**src/rtl/fifo_rd_stream.sv**
```systemverilog
// fifo_rd_stream: read-side consumer of an async FIFO, in the read clock domain.
// It pops words from the FIFO's rempty/rinc/rdata interface into a two-entry
// output buffer and presents them as a valid/ready stream. Every BURST_LEN-th
// transferred word is tagged with m_last.
//
// Ports:
//   rclk     read-domain clock
//   rrst     asynchronous active-high reset
//   rempty   FIFO empty flag; when low, rdata holds a valid word
//   rdata    FIFO read data at the current read address
//   rinc     pop strobe to the FIFO (pointer advances on the rclk edge)
//   m_valid  output word valid
//   m_ready  downstream accepts the word
//   m_data   output word (head of the buffer)
//   m_last   current word is the final word of a burst
module fifo_rd_stream #(
    parameter int unsigned DSIZE     = 8,
    parameter int unsigned BURST_LEN = 4
) (
    input  logic             rclk,
    input  logic             rrst,
    input  logic             rempty,
    input  logic [DSIZE-1:0] rdata,
    output logic             rinc,
    output logic             m_valid,
    input  logic             m_ready,
    output logic [DSIZE-1:0] m_data,
    output logic             m_last
);

    localparam int unsigned BW = (BURST_LEN > 1) ? $clog2(BURST_LEN) : 1;
    localparam logic [BW-1:0] BEAT_LAST = BW'(BURST_LEN - 1);

    typedef enum logic [1:0] {
        EMPTY = 2'd0,
        ONE   = 2'd1,
        TWO   = 2'd2
    } occ_e;

    occ_e             state_q, state_d;
    logic [DSIZE-1:0] head_q, head_d;
    logic [DSIZE-1:0] tail_q, tail_d;
    logic [BW-1:0]    beat_q, beat_d;
    logic             pop;
    logic             xfer;

    always_ff @(posedge rclk or posedge rrst) begin
        if (rrst) begin
            state_q <= EMPTY;
            head_q  <= '0;
            tail_q  <= '0;
            beat_q  <= '0;
        end else begin
            state_q <= state_d;
            head_q  <= head_d;
            tail_q  <= tail_d;
            beat_q  <= beat_d;
        end
    end

    always_comb begin
        state_d = state_q;
        head_d  = head_q;
        tail_d  = tail_q;
        beat_d  = beat_q;

        // Pop decision uses only registered occupancy and rempty, so m_ready
        // never reaches rinc combinationally.
        rinc    = !rempty && (state_q != TWO) && !rrst;
        m_valid = (state_q != EMPTY);
        m_data  = head_q;
        m_last  = m_valid && (beat_q == BEAT_LAST);
        pop     = rinc;
        xfer    = m_valid && m_ready;

        case (state_q)
            EMPTY: begin
                if (pop) begin
                    head_d  = rdata;
                    state_d = ONE;
                end
            end
            ONE: begin
                if (pop && xfer) begin
                    // Outgoing head is replaced in the same edge: no bubble.
                    head_d = rdata;
                end else if (pop) begin
                    tail_d  = rdata;
                    state_d = TWO;
                end else if (xfer) begin
                    state_d = EMPTY;
                end
            end
            TWO: begin
                if (xfer) begin
                    head_d  = tail_q;
                    state_d = ONE;
                end
            end
            default: state_d = EMPTY;
        endcase

        if (xfer) begin
            beat_d = (beat_q == BEAT_LAST) ? '0 : beat_q + 1'b1;
        end
    end

endmodule

```
**config.mk**
```make
export PLATFORM = sky130hd
export DESIGN_NAME = fifo_rd_stream
export DESIGN_NICKNAME = d
export VERILOG_FILES = /design/src/rtl/fifo_rd_stream.sv
export SDC_FILE = /design/constraint.sdc
export NUM_CORES = 1
export LEC_CHECK = 0
export CELL_PAD_IN_SITES_DETAIL_PLACEMENT = 1
export CELL_PAD_IN_SITES_GLOBAL_PLACEMENT = 1
export CORE_MARGIN = 5
export CORE_UTILIZATION = 38
export CTS_CLUSTER_DIAMETER = 40
export DETAILED_ROUTE_END_ITERATION = 10
export PLACE_DENSITY_LB_ADDON = 0.2
export SLEW_MARGIN = 40
export SYNTH_ARGS = -nofsm -noshare
export SYNTH_HDL_FRONTEND = slang
export SYNTH_SLANG_ARGS = --single-unit
```
**constraint.sdc**
```tcl
create_clock -name rclk -period 1.8 [get_ports rclk]
set_clock_uncertainty 0.1 [all_clocks]
set_input_delay 0.18 -clock rclk [delete_from_list [all_inputs] [get_ports rclk]]
set_output_delay 0.18 -clock rclk [all_outputs]
set_load 0.02 [all_outputs]
```
Yosys cells after proc, flatten, opt, wreduce, memory -nomap -nowiden
Index checks and enable logic that the tools add are counted.
{"block": "word_totals", "ramBits": 0, "rom_bits": 0, "register_bits": 20, "n_memories": 0, "latchBits": 0}
{"block": "op_classes", "n_bitwise": 1, "multipliers": 0, "add_sub_neg": 1, "n_lt_le_gt_ge": 0, "shifts": 0, "muxes": 11, "n_eq_ne": 9, "div": 0, "n_reduce_logical": 13}
{"cell": "8-bit two-way mux", "n": 3}
{"cell": "8-bit one-hot mux with 3 select lines", "n": 1}
{"cell": "2-bit two-way mux", "n": 6}
{"cell": "2-bit != test (second input constant)", "n": 5}
{"cell": "4-bit AND reduction", "n": 2}
{"cell": "2-bit one-hot mux with 3 select lines", "n": 1}
{"cell": "1-bit logical AND", "n": 5}
{"cell": "2-bit equality test (second input constant)", "n": 2}
{"cell": "3-bit != test (second input constant)", "n": 1}
{"cell": "3-bit AND reduction", "n": 1}
{"cell": "3-bit nonzero test", "n": 1}
{"cell": "2-bit by 1-bit adder with 2-bit output (second input constant)", "n": 1}
{"cell": "2-bit by 1-bit equality test with 1-bit output (second input constant)", "n": 1}
{"cell": "1-bit zero test", "n": 2}
{"cell": "2-bit zero test", "n": 1}
{"cell": "2-bit nonzero test", "n": 1}
{"cell": "1-bit NOT", "n": 1}

Longest topological paths before layout
{"block": "logic_depth", "depth_word": 6, "depth_mapped": 5, "ltp_nobuf": 3}

Worst setup path after synthesis
Ideal clock, no wire load.
{"block": "synth_path", "path_kind": "flip-flop to flip-flop", "start": "register state_q[0]", "end": "register head_q[2] (netlist: m_data[2])", "path_stages_with_launch": 5, "synth_period_minus_slack_ns": 1.500, "arrival_time_ns": 1.275, "path_slack_ns": 0.300, "required_ns": 1.575, "cell_sequence": "dfrtp_1 > nand2b_1 > buf_1 > mux2_2 > mux2_4"}
{"block": "synth_via", "elab_chain_len": 6, "word_cells_on_any_way": 15, "cone_classes": "6 x eq/ne; 1 x mux; 8 x reduce/logical"}
{"item": "start, declared", "line_no": "40", "source": "occ_e state_q, state_d;"}
{"item": "start signal, assigned", "line_no": "54", "source": "state_q <= state_d;"}
{"item": "2-bit != test", "line_no": "69", "source": "rinc = !rempty && (state_q != TWO) && !rrst;"}
{"item": "1-bit logical AND (2 in series)", "line_no": "69"}
{"item": "1-bit logical AND", "line_no": "84", "source": "if (pop && xfer) begin"}
{"item": "2-bit != test (no source line)"}
{"item": "4-bit AND reduction (no source line)"}
{"item": "end signal, assigned", "line_no": "50", "source": "head_q <= '0;"}
{"item": "end signal, assigned", "line_no": "55", "source": "head_q <= head_d;"}
{"item": "end, declared", "line_no": "41", "source": "logic [DSIZE-1:0] head_q, head_d;"}
Parallel ways exist; a longest one is shown, timed or not.
A chain may end at the register's enable or synchronous reset.

Worst setup path after layout
{"block": "layout_path", "start": "register state_q[1]", "end": "register head_q[1] (netlist: m_data[1])"}
Same word-level chain as after synthesis.

==> results.yml <==
run_status:
  status: "finished clean"
floorplanning:
  io_pins: 23
  die_w_um: 60.1
  start_util_pct: 39.1
  die_h_um: 60.1
  die-area_um2: 3610
  rows: 18
  fp.coreArea_um2: 2430
detailed_routing:
  wl_per_cell_um: 14.4
  firstDrtPassIters: 2
  vias_per_cell: 4.90
  drt_iter0_drc: 5
  num_vias: 617
  wirelength_mm: 1.82
  ant_nets: 0
  drcViolationCount: 0
critical_path:
  cp_data_arrival_time_ns: 1.78
  crit_path_end_kind: "flop"
  cp-start-kind: "flop"
  r2r_cells: 4
  reg2reg_to: "m_data[1]"
  reg2reg_from: "state_q[1]"
  cp_max_fo: 6
  reg2reg_slack_ns: 0.10
  required_ns: 1.89
  path_class: "flop to flop"
clock_network:
  cts_sinks: 20
  cts_tree: "done"
  cts_root_buf: "clkbuf_4"
  cts_hold_buf: 0
  numCtsBuffers: 3
  clock_path_buffers: 2
  htree_levels: 1
  clk_pin_slew_ns: 0.10
  clk_latency_ns: 0.29
layout:
  fin_cells: 126
  drive_gt1_share_pct: 36.5
  n_fill_cell: 254
  syn_to_final_growth_pct: 32.6
  fin_nets: 111
  fin_util_pct: 51.9
  final_area_um2: 1260
  diodes: 0
place:
  gp_congestion: 0.647
  dp.cells: 123
  hpwl_mm: 1.35
  port_buffers: 22
  place_area_um2: 1250
sta:
  maxSlewViolCount: 0
  slew_headroom_pct: 77.0
  tightest_slew_ns: 0.342
  clock.fmax_ghz: 0.589
  period_share_pct: 94.3
  rsz0062_at_grt: "false"
  hold_viol_final: 0
  holdWs_ns: 0.199
  setup_viol: 0
  min_period_ns: 1.70
logic_synthesis:
  yosysWarnings: 0
  synth_top_cell_area_share_pct: 52.6
  synthArstFlopShare_pct: 100
  synthTopCellsByArea: "dfrtp_1, mux2_2, mux2_4"
  synthXorXnorAreaFrac_pct: 0.920
  synth_cells: 68
  synth_area_um2: 952
  synth_fp_nets: 81
  synth_cell_type_count: 20
  synthAdderAreaFrac_pct: 1.31
  synth_flop_cell: "dfrtp_1"
  synth.largest_area_cell: "dfrtp_1"
  synth_top_family_by_area: "multiplexers"
  yosys_register_bits: 20
  avgSynthCellArea_um2: 14.0
  synth-seq-area-share_pct: 52.6
  synth-simple-area-share_pct: 6.70
  muxShareOfSynthArea_pct: 32.7
  synth_enable_flop_cells: 0
  synth_compound_area_share_pct: 3.29
power_and_ir_drop:
  ir_worst_vdd_mv: 0.685
  p_total_mw: 1.42
  power_density_nw_per_um2: 1120
  p_leak_nw: 0.565
global_route:
  grt-ovfl-total: 0
  grt_first_pass_wirelength_mm: 3.05
  grt_max_degree: 21
  grt_pass1_vias: 664
  antenna_found_initial: 0
  grtUsageTotal_pct: 11.9
min_path:
  hp-class: "input pin to asynchronous set/reset pin"
flow_run:
  max_cap_viol_count: 0
-- area by class of cell --
class	instances	area, um^2	share of cell area, %
Clock buffer	3	22.5	1.78
Inverter	1	3.75	0.297
Multi-Input combinational cell	44	428	33.9
Sequential cell	20	500	39.6
Tap cell	30	37.5	2.97
Timing Repair Buffer	28	270	21.4
-- metrics by stage --
| step | setup WS (ns) | TNS, ns |
|---|---|---|
| after floorplan | 0.300 | 0 |
| after global placement | 0.0114 | 0 |
| after detailed placement | -0.00418 | -0.00418 |
| after CTS | 0.00511 | 0 |
| after global routing | 0.000319 | 0 |
| final | 0.102 | 0 |
-- Yosys cell counts, types with 2 or more instances --
library cell	count
dfrtp_1	20
o21ai_0	3
nor2b_1	2
mux2_2	16
nand2_1	2
mux2_4	8
nand2b_1	2
nor3_1	3
-- cell families (layout without fill, tap and decap cells) --
kind of cell | Yosys count | after routing
compound gates | 5 | 5
xor+xnor | 1 | 1
fa+ha+maj | 1 | 1
buf+inv | 4 | 32
flops | 20 | 20
mux | 25 | 25
simple gates | 12 | 12
-- registers in the layout (all words and copies together) (netlist names) --
| signal | count |
|---|---|
| m_data | 8 |
| beat_q | 2 |
| state_q | 2 |
| tail_q | 8 |
-- worst max-delay path: stages, from the launching register on --
cell and delay, ns:
dfrtp_1 0.42, nor2b_1 0.29, buf_4 0.19, mux2_2 0.34, mux2_4 0.25
-- cell usage in the layout (no fill, tap or decap), drive strengths merged --
master,n
and2,1
inv,1
nor2,1
clkbuf,4
dlygate4sd2,2
buf,6
clkdlybuf4s50,19
nand2b,2
a21o,1
xnor2,1
mux2,25
a22o,1
ha,1
dfrtp,20
nor2b,2
or2,1
nand2,2
nor3,3
o21ai,3
-- where the power goes --
part,internal [mW],switching (mW)
logic,0.319,0.204
clock network,0.0779,0.125
registers,0.603,0.0861
-- worst max-delay path by stage --
stage,startpoint,end,slack [ns],depth (start not counted)
2_1_floorplan,state_q[0],m_data[2],0.30,4
3_3_place_gp,rrst,m_data[6],0.01,5
3_5_place_dp,rrst,m_data[5],-0.004,5
4_1_cts,state_q[1],m_last,0.005,3
5_1_grt,state_q[1],rinc,0.0003,3
6_report,state_q[1],m_data[1],0.10,4
-- routing by layer --
metal | wire length (um) | part of all wire [%] | GRT usage (%) | vias to the layer above
met5 | 0 | 0 | 0 | -
met4 | 42 | 2.3 | 6.65 | 0
met2 | 880 | 48 | 19.3 | 13
li1 | - | - | - | 297
met3 | 90 | 5.0 | 1.94 | 4
met1 | 802 | 44 | 14.8 | 303
-- repair_timing --
| action | in CTS | in global routing |
|---|---|---|
| setup buffers | 0 | 0 |
| setup endpoints to repair | 3 | 1 |
| gates resized for setup | 4 | 1 |
(Power assumes the default switching activity.)
